==> src/rtl/pipe_pkg.sv <==
`default_nettype none
// ============================================================================
// Module      : pipe_pkg
// Description : Shared types and helpers for the elastic pipeline stage.
//               pipe_state_t  - occupancy of the stage (EMPTY / BUSY / FULL)
//               FILL_WORD     - default debug fill word
//               fill()        - replicates a 32-bit word across a given width
// Revision    : 1.0 - initial release
// ============================================================================
package pipe_pkg;

  typedef enum logic [1:0] {
    EMPTY = 2'd0,  // no entry valid
    BUSY  = 2'd1,  // main entry only
    FULL  = 2'd2   // main + skid entries
  } pipe_state_t;

  localparam logic [31:0] FILL_WORD  = 32'h2A2A_2A2A;
  localparam int unsigned FILL_MAX_W = 1024;

  // Replicate 'word' LSB-first across 'width' bits; bits above width are zero.
  // Callers slice the low bits they need.
  function automatic logic [FILL_MAX_W-1:0] fill(input int unsigned width,
                                                  input logic [31:0]  word);
    logic [FILL_MAX_W-1:0] r;
    r = '0;
    for (int unsigned i = 0; i < FILL_MAX_W; i++) begin
      if (i < width) r[i] = word[i[4:0]];
    end
    return r;
  endfunction

endpackage : pipe_pkg
`default_nettype wire

==> src/rtl/pipe_slot.sv <==
`default_nettype none
// ============================================================================
// Module      : pipe_slot
// Description : One storage entry of the skid stage: a valid bit plus a
//               DATA_W payload register.
//               Priority: i_flush > i_load > i_drop.
//               PIPE_FILL_PATTERN_EN defined: flush also loads the data
//               register with the replicated fill pattern. Undefined: flush
//               only clears the valid bit.
// Ports       : CLK     clock, rising edge
//               RST     asynchronous active-high reset
//               i_flush clear valid (and fill data when enabled)
//               i_load  capture i_data and set valid
//               i_drop  clear valid, data held
//               i_data  payload to capture
//               o_valid entry holds a live beat
//               o_data  stored payload
// Revision    : 1.0 - initial release
// ============================================================================
module pipe_slot
  import pipe_pkg::*;
#(
  parameter int DATA_W = 66
`ifdef PIPE_FILL_PATTERN_EN
  ,
  parameter logic [31:0] FILL_PATTERN = FILL_WORD
`endif
) (
  input  logic              CLK,
  input  logic              RST,
  input  logic              i_flush,
  input  logic              i_load,
  input  logic              i_drop,
  input  logic [DATA_W-1:0] i_data,
  output logic              o_valid,
  output logic [DATA_W-1:0] o_data
);

`ifdef PIPE_FILL_PATTERN_EN
  localparam logic [FILL_MAX_W-1:0] c_FILL_FULL = fill(DATA_W, FILL_PATTERN);
  localparam logic [DATA_W-1:0]     c_FILL_DATA = c_FILL_FULL[DATA_W-1:0];
`endif

  logic              r_valid;
  logic [DATA_W-1:0] r_data;

  always_ff @(posedge CLK or posedge RST) begin
    if (RST) begin
      r_valid <= 1'b0;
      r_data  <= '0;
    end else if (i_flush) begin
      r_valid <= 1'b0;
`ifdef PIPE_FILL_PATTERN_EN
      r_data  <= c_FILL_DATA;
`endif
    end else if (i_load) begin
      r_valid <= 1'b1;
      r_data  <= i_data;
    end else if (i_drop) begin
      r_valid <= 1'b0;
    end
  end

  assign o_valid = r_valid;
  assign o_data  = r_data;

endmodule : pipe_slot
`default_nettype wire

==> src/rtl/pipe_skid_register.sv <==
`default_nettype none
// ============================================================================
// Module      : pipe_skid_register
// Description : Elastic inter-stage pipeline register with valid/ready
//               handshake and a one-entry skid buffer. In_Ready comes straight
//               from the skid valid flop, so the producer never sees a
//               combinational path from Out_Ready. Full throughput, one cycle
//               of latency. Flush empties both entries and outranks any
//               handshake in the same cycle.
//               Optional macro: PIPE_FILL_PATTERN_EN (flush loads the data
//               registers with FILL_PATTERN replicated to DATA_W).
// Ports       : CLK        clock, rising edge
//               RST        asynchronous active-high reset
//               Flush      synchronous flush of both entries
//               In_Valid   producer beat valid
//               In_Ready   stage can accept a beat (= !skid valid)
//               In_Data    producer payload
//               Out_Valid  main entry holds a live beat
//               Out_Ready  consumer accepts
//               Out_Data   main entry payload
//               Skid_Full  skid entry occupied
// Revision    : 1.0 - initial release
// ============================================================================
module pipe_skid_register
  import pipe_pkg::*;
#(
  parameter int          DATA_W       = 66,
  parameter logic [31:0] FILL_PATTERN = FILL_WORD
) (
  input  logic              CLK,
  input  logic              RST,
  input  logic              Flush,
  input  logic              In_Valid,
  output logic              In_Ready,
  input  logic [DATA_W-1:0] In_Data,
  output logic              Out_Valid,
  input  logic              Out_Ready,
  output logic [DATA_W-1:0] Out_Data,
  output logic              Skid_Full
);

  pipe_state_t       r_state;
  pipe_state_t       w_state_nxt;

  logic              w_main_valid;
  logic [DATA_W-1:0] w_main_data;
  logic              w_skid_valid;
  logic [DATA_W-1:0] w_skid_data;

  logic              w_in_fire;
  logic              w_out_fire;
  logic              w_main_load;
  logic              w_main_from_skid;
  logic              w_main_drop;
  logic              w_skid_load;
  logic              w_skid_drop;
  logic [DATA_W-1:0] w_main_din;

  assign In_Ready   = ~w_skid_valid;
  assign w_in_fire  = In_Valid & In_Ready;
  assign w_out_fire = w_main_valid & Out_Ready;

  always_ff @(posedge CLK or posedge RST) begin
    if (RST) r_state <= EMPTY;
    else     r_state <= w_state_nxt;
  end

  always_comb begin
    w_state_nxt      = r_state;
    w_main_load      = 1'b0;
    w_main_from_skid = 1'b0;
    w_main_drop      = 1'b0;
    w_skid_load      = 1'b0;
    w_skid_drop      = 1'b0;

    case (r_state)
      EMPTY: begin
        if (w_in_fire) begin
          w_main_load = 1'b1;
          w_state_nxt = BUSY;
        end
      end
      BUSY: begin
        if (w_in_fire && w_out_fire) begin
          // Pass-through: replace the departing beat in place.
          w_main_load = 1'b1;
        end else if (w_in_fire) begin
          // Consumer stalled: park the new beat behind the main entry.
          w_skid_load = 1'b1;
          w_state_nxt = FULL;
        end else if (w_out_fire) begin
          w_main_drop = 1'b1;
          w_state_nxt = EMPTY;
        end
      end
      FULL: begin
        // In_Ready is low here, so only the drain side can move.
        if (w_out_fire) begin
          w_main_load      = 1'b1;
          w_main_from_skid = 1'b1;
          w_skid_drop      = 1'b1;
          w_state_nxt      = BUSY;
        end
      end
      default: w_state_nxt = EMPTY;
    endcase

    // Flush wins over both handshakes; the slots see Flush directly and give
    // it priority over their load/drop strobes.
    if (Flush) w_state_nxt = EMPTY;
  end

  assign w_main_din = w_main_from_skid ? w_skid_data : In_Data;

  pipe_slot #(
    .DATA_W       (DATA_W)
`ifdef PIPE_FILL_PATTERN_EN
    ,
    .FILL_PATTERN (FILL_PATTERN)
`endif
  ) u_main (
    .CLK     (CLK),
    .RST     (RST),
    .i_flush (Flush),
    .i_load  (w_main_load),
    .i_drop  (w_main_drop),
    .i_data  (w_main_din),
    .o_valid (w_main_valid),
    .o_data  (w_main_data)
  );

  pipe_slot #(
    .DATA_W       (DATA_W)
`ifdef PIPE_FILL_PATTERN_EN
    ,
    .FILL_PATTERN (FILL_PATTERN)
`endif
  ) u_skid (
    .CLK     (CLK),
    .RST     (RST),
    .i_flush (Flush),
    .i_load  (w_skid_load),
    .i_drop  (w_skid_drop),
    .i_data  (In_Data),
    .o_valid (w_skid_valid),
    .o_data  (w_skid_data)
  );

  assign Out_Valid = w_main_valid;
  assign Out_Data  = w_main_data;
  assign Skid_Full = w_skid_valid;

endmodule : pipe_skid_register
`default_nettype wire

==> config.mk <==
export PLATFORM = sky130hd
export DESIGN_NAME = pipe_skid_register
export DESIGN_NICKNAME = d
export VERILOG_FILES = /design/src/rtl/pipe_pkg.sv /design/src/rtl/pipe_slot.sv /design/src/rtl/pipe_skid_register.sv
export SDC_FILE = /design/constraint.sdc
export NUM_CORES = 1
export LEC_CHECK = 0
export ABC_CLOCK_PERIOD_IN_PS = 14200
export BUFFER_PORTS_ARGS = -buffer_cell sky130_fd_sc_hd__buf_2
export CORE_MARGIN = 2
export CORE_UTILIZATION = 50
export CTS_CLUSTER_SIZE = 30
export DETAILED_ROUTE_END_ITERATION = 10
export PLACE_DENSITY_LB_ADDON = 0.05
export SKIP_CTS_REPAIR_TIMING = 1
export SLEW_MARGIN = 5
export SYNTH_ARGS = -nofsm -noshare
export SYNTH_HDL_FRONTEND = slang
export SYNTH_SLANG_ARGS = --single-unit
==> constraint.sdc <==
create_clock -name CLK -period 14.2 [get_ports CLK]
set_input_delay 2.84 -clock CLK [delete_from_list [all_inputs] [get_ports CLK]]
set_output_delay 2.84 -clock CLK [all_outputs]
set_load 0.1 [all_outputs]
Yosys cells after proc, flatten, opt, wreduce, memory -nomap -nowiden
Index checks and enable logic that the tools add are counted.

Bits in read-only memories: 0. Memories: 0. Input port bits: 71. Latch bits: 0. RAM bits: 0. Output and inout bits: 69. Logic and storage cells: 46. Register bits: 136.

Eq/ne operators: 6. Reductions and logical operators: 7. Shift-type cells: 0. Magnitude comparators: 0. Multiplexer cells: 24. Multiply operators: 0. Add/sub/neg operators: 0. Bitwise operators: 4. Divide/modulo/power cells: 0.

Operator list (count): $mux 66 (1); $mux 1 (15); $mux 2 (6); $ne 3x3->1 const B (3); $pmux 2 s3 (1); $reduce_bool 3->1 (2); $ne 4x4->1 const B (1); $reduce_and 2->1 (2); $reduce_and 4->1 (1); $pmux 1 s3 (1); $and 1x1->1 (2); $eq 2x1->1 const B (1); $eq 2x2->1 const B (1); $logic_not 2->1 (1); $not 1->1 (2); $logic_and 1x1->1 (1).

Depth between registers and ports, before layout
Word-level depth: 8. Mapped depth: 6. Gate-level depth less buffers: 3.

By module
Synthesis repeated with hierarchy kept, for this count alone.

Cells, all modules: 384. Area total of the unflattened synthesis: 6462.4 sq um.

By module, submodules not included: pipe_slot (cells an instance 145, area an instance 2717.6 sq um, times used 2, seq. area each 1676.6 sq um); pipe_skid_register (cells an instance 94, area an instance 1027.2 sq um, times used 1, seq. area each 50.0 sq um).

Worst setup path before layout
OpenSTA, ideal clock, no wires.

Path kind: register to output. Start point: register u_skid.r_valid, in the netlist u_skid.o_valid. End point: output In_Ready. Buffers on the path: 0. Slack: 9722 ps. Required time: 11360 ps. Stages on the path, launching flop included: 2. Arrival: 1638 ps. Cell sequence: dfrtp_1 > inv_1.

Longest elaborated chain between the ends: 1.

RTL lines: start: declaration (RTL line pipe_slot.sv:44) `logic r_valid;`; start signal: assignment (RTL line pipe_slot.sv:49) `r_valid <= 1'b0;`; start signal: assignment (RTL line pipe_slot.sv:52) `r_valid <= 1'b0;`; start signal: assignment (RTL line pipe_slot.sv:57) `r_valid <= 1'b1;`; $not 1->1 (RTL line pipe_skid_register.sv:59) `assign In_Ready = ~w_skid_valid;`; end: declaration (RTL line pipe_skid_register.sv:34) `output logic In_Ready,`.

No other way between the ends.

Worst setup path after layout
Start point: input In_Valid. End point: register u_skid.r_data[34], in the netlist u_skid.o_data[34].

Longest elaborated chain between the ends: 5. Elaborated cells on any way between the ends: 6. Those cells by class: mux: 3; bitwise: 1; reduce/logical: 2.

RTL lines: start: declaration (RTL line pipe_skid_register.sv:33) `input logic In_Valid,`; $and 1x1->1 (*) (RTL line pipe_skid_register.sv:60) `assign w_in_fire = In_Valid & In_Ready;`; $mux 1 / $logic_and 1x1->1 (equally long branches) (RTL line pipe_skid_register.sv:87, pipe_skid_register.sv:84); $mux 1 (*) (RTL line pipe_skid_register.sv:84) `if (w_in_fire && w_out_fire) begin`; $mux 1 (*) (RTL line pipe_skid_register.sv:76) `case (r_state)`; $reduce_and 2->1 (no source line) (*); end signal: assignment (RTL line pipe_slot.sv:58) `r_data <= i_data;`; end: declaration (RTL line pipe_slot.sv:45) `logic [DATA_W-1:0] r_data;`.

Mark *: on every way between the ends. The rest lies on a longest branch, timed or not. A chain may end at the register's enable or synchronous reset.

==> tab_implementation.tex <==
\begin{tabular}{lr}
\hline
Metric & Value \\
\hline
\multicolumn{2}{l}{\textbf{Die}} \\
Full die area & 12800 um2 \\
Chip Width & 113 um \\
Die height & 113 um \\
Initial Util & 51.9\% \\
I/O pin count & 140 \\
Placeable core region & 11500 um2 \\
Number of core rows & 39 \\
\multicolumn{2}{l}{\textbf{Synthesis}} \\
Leading post-synthesis cells by instance count & 158 x sky130\_fd\_sc\_hd\_\_mux2\_2, 136 x sky130\_fd\_sc\_hd\_\_dfrtp\_1, 40 x sky130\_fd\_sc\_hd\_\_mux2\_1 \\
Share of synthesized flip-flops with an asynchronous set or reset & 100\% \\
Most numerous cell in the Yosys netlist & sky130\_fd\_sc\_hd\_\_mux2\_2 \\
Synth top area cells & sky130\_fd\_sc\_hd\_\_dfrtp\_1 57\%, sky130\_fd\_sc\_hd\_\_mux2\_2 30\%, sky130\_fd\_sc\_hd\_\_mux2\_1 7.5\% \\
Share of Yosys cell area claimed by the top area cell type & 57.0\% \\
Number of synthesized flops with an enable pin & 0 \\
Synthesis warning total & 0 \\
Sequential area share after synthesis & 57.0\% \\
Cell taking the most area after synthesis & sky130\_fd\_sc\_hd\_\_dfrtp\_1 \\
Mean Syn Cell Area & 15.6 um2 \\
Area of the mapped netlist & 5970 um2 \\
Post-synthesis register bit count & 136 \\
Synthesized net count & 453 \\
Most common flop cell mapped by yosys & sky130\_fd\_sc\_hd\_\_dfrtp\_1 \\
Number of instances in the synthesized netlist & 382 \\
Number of unique standard cell types used by synthesis & 26 \\
\multicolumn{2}{l}{\textbf{Power and ir drop}} \\
Peak VDD IR & 0.153 mV \\
Share of power burned in registers & 34.5\% \\
Total power consumption of the routed design & 0.00177 W \\
Share of total power consumed by net switching & 46.0\% \\
Cell internal pwr & 0.000953 W \\
Total leakage power & 3.37 nW \\
NetSw & 0.000813 W \\
Comb pwr share & 43.2\% \\
Power density over the cells & 243 nW/um2 \\
Fraction of power consumed by the clock network & 22.4\% \\
\multicolumn{2}{l}{\textbf{Clock network}} \\
Number of clock sinks & 136 \\
Clock transition at path regs & 50 ps \\
CTS tree & yes \\
TritonCTS Buffers & 17 \\
H-tree depth & 4 \\
CTS Root Cell & sky130\_fd\_sc\_hd\_\_clkbuf\_16 \\
Source-to-sink clock delay at the later pin of the worst-skew pair & 410 ps \\
Maximum buffer depth of the clock tree & 2 \\
\multicolumn{2}{l}{\textbf{Placed design}} \\
Number of input and output port buffers inserted & 139 \\
Final weighted congestion in routability-driven placement & 0.762 \\
HPWL after detailed placement & 7450 um \\
Post-placement setup slack & 9310 ps \\
\multicolumn{2}{l}{\textbf{STA}} \\
Measured slew at the worst slew-check pin & 1010 ps \\
Setup slack after layout & 9770 ps \\
Unrepaired setup endpoints after global routing & no \\
Maximum operating frequency & 226 MHz \\
Remaining max-slew budget at the tightest pin & 32.5\% \\
Crit share post-route & 31.2\% \\
Minimum clock period after layout & 4430 ps \\
Clock Skew & 5.31 ps \\
Total Neg Setup Slack & 0 ps \\
Total setup violations reported at the end of the flow & 0 \\
Final-report hold violation count & 0 \\
Final slew viol count & 0 \\
Worst-case hold slack & 475 ps \\
\multicolumn{2}{l}{\textbf{Job}} \\
Count of maximum capacitance violations & 0 \\
\multicolumn{2}{l}{\textbf{Global route}} \\
Total congestion overflow & 0 \\
Number of antenna violations at the first check in global routing & 0 \\
Pin count of the biggest net entering global routing & 80 \\
Vias in the first global route & 3797 \\
Global routing usage summed across all routing layers & 19.3\% \\
Global-route wire length before repair & 18900 um \\
\multicolumn{2}{l}{\textbf{Drt}} \\
Count of unresolved DRC violations after routing & 0 \\
Per-cell via count in the routed design & 5.24 \\
Antenna Nets Post-Route & 0 \\
Via count & 3561 \\
Number of DRC markers after the initial detailed-route iteration & 174 \\
Drt pass-1 iters & 4 \\
Wire length after detailed routing & 11300 um \\
Average routed wire per standard cell & 16.7 um \\
\multicolumn{2}{l}{\textbf{Finish}} \\
Core utilization of the finished layout & 63.2\% \\
Number of inserted diodes & 0 \\
Register cell area after layout & 3400 um2 \\
Number of fill cells & 925 \\
Total number of nets in the final design & 595 \\
Layout area overhead & 21.8\% \\
Fraction of final layout cells with drive strength greater than 1 & 62.2\% \\
Multi-input combinational cell area & 2400 um2 \\
\multicolumn{2}{l}{\textbf{Hold path}} \\
HP Class & flip-flop to flip-flop \\
\multicolumn{2}{l}{\textbf{Worst setup path}} \\
Kind of cell with the highest combined delay on the critical path & simple AND/OR/NAND/NOR gates \\
Nature of the critical path startpoint & input pin \\
CP bufs+invs & 2 \\
Critical path, cell by cell & buf\_2 > and4bb\_2 > nand2\_2 > buf\_4 > mux2\_2 \\
Largest stage delay on the critical path & 560 ps \\
Cell with the largest stage delay on the worst path & sky130\_fd\_sc\_hd\_\_buf\_4 \\
Kind of critical path & input pin to flip-flop \\
Register-to-register path setup slack & 11750 ps \\
Endpoint required time on the critical path & 14500 ps \\
Worst-path maximum fanout & 38 \\
Worst setup EP type & flip-flop \\
Arrival time at the worst endpoint & 4730 ps \\
\multicolumn{2}{l}{\textbf{Run status}} \\
Run status & completed \\
\hline
\end{tabular}
-- layer usage --
layer  GRT usage, %  vias up  wire length, um
met5              0        -                0
met4           8.13        0              175
met3           6.64       15              718
met2           30.4       99             5360
met1           24.4     1781             5080
li1               -     1666                -
-- layout make-up --
class / instances / share of cell area [%]
Sequential cell: 136 / 46.8
Multi-Input combinational cell: 220 / 33.0
Timing Repair Buffer: 145 / 10.2
Clock buffer: 30 / 7.20
Tap cell: 143 / 2.46
Inverter: 4 / 0.241
Clock inverter: 2 / 0.138
-- through the flow --
stage | std cells | area, um2
after floorplan | 382 | 5970
after global placement | 648 | 6740
after detailed placement | 648 | 6740
after CTS | 680 | 7280
after global routing | 680 | 7280
final | 680 | 7280
-- logic make-up after synthesis --
group           share of synthesized area, %
flops                                   57.0
buf+inv                                 2.87
simple gates                            1.47
compound gates                          1.38
mux                                     37.3
-- power by group through the flow --
stage / Sequential (W) / Combinational, W / Clock (W)
5_1_grt: 0.000630 / 0.000792 / 0.000424
2_1_floorplan: 0.00109 / 0.000167 / 0
4_1_cts: 0.000610 / 0.000769 / 0.000405
6_report: 0.000609 / 0.000762 / 0.000395
3_5_place_dp: 0.000615 / 0.000769 / 0
3_3_place_gp: 0.000607 / 0.000758 / 0
-- flip-flops by register name, indices dropped and copies added, names as in the netlist --
name            flops
u_main.o_data      66
r_state             2
u_skid.o_data      66
u_main.o_valid      1
u_skid.o_valid      1
-- path summary, 6_finish.rpt --
path                                                from                             to  depth (start not counted)
setup / recovery                                In_Valid  u_skid.o_data[34]$_DFFE_PP0P_                          5
hold / removal             u_main.o_data[61]$_DFFE_PP0P_  u_main.o_data[61]$_DFFE_PP0P_                          1
setup reg to reg                  r_state[1]$_DFFE_PP0P_  u_skid.o_data[34]$_DFFE_PP0P_                          4
hold reg to reg            u_main.o_data[61]$_DFFE_PP0P_  u_main.o_data[61]$_DFFE_PP0P_                          1
max in group asynchronous                            RST  u_skid.o_data[15]$_DFFE_PP0P_                          3
min in group asynchronous                            RST  u_skid.o_data[30]$_DFFE_PP0P_                          2
-- worst register-to-register path, delay by kind of cell, from the launching register on --
family | cells | cell delay [ps]
mux | 1 | 430
flops | 1 | 480
simple gates | 2 | 840
buf+inv | 1 | 580
-- cell usage in the layout (no fill, tap or decap) --
cell type                   instances
sky130_fd_sc_hd__a2111o_1           1
sky130_fd_sc_hd__a21boi_0           1
sky130_fd_sc_hd__a21oi_1            2
sky130_fd_sc_hd__a221oi_1           1
sky130_fd_sc_hd__a221oi_4           1
sky130_fd_sc_hd__a22oi_1            1
sky130_fd_sc_hd__a31oi_1            1
sky130_fd_sc_hd__and4bb_2           1
sky130_fd_sc_hd__buf_2            139
sky130_fd_sc_hd__buf_4              6
sky130_fd_sc_hd__clkbuf_1           8
sky130_fd_sc_hd__clkbuf_16         17
sky130_fd_sc_hd__clkbuf_8           5
sky130_fd_sc_hd__clkinv_2           2
sky130_fd_sc_hd__dfrtp_1          136
sky130_fd_sc_hd__inv_1              3
sky130_fd_sc_hd__inv_4              1
sky130_fd_sc_hd__mux2_1            40
sky130_fd_sc_hd__mux2_2           158
sky130_fd_sc_hd__nand2_1            1
sky130_fd_sc_hd__nand2_2            1
sky130_fd_sc_hd__nand2b_1           2
sky130_fd_sc_hd__nand4b_1           1
sky130_fd_sc_hd__nor2_1             2
sky130_fd_sc_hd__nor2b_1            2
sky130_fd_sc_hd__o21ai_0            1
sky130_fd_sc_hd__or2_2              1
sky130_fd_sc_hd__or3b_2             1
sky130_fd_sc_hd__or3b_4             1
No activity file was read; power rests on OpenSTA's default activity.
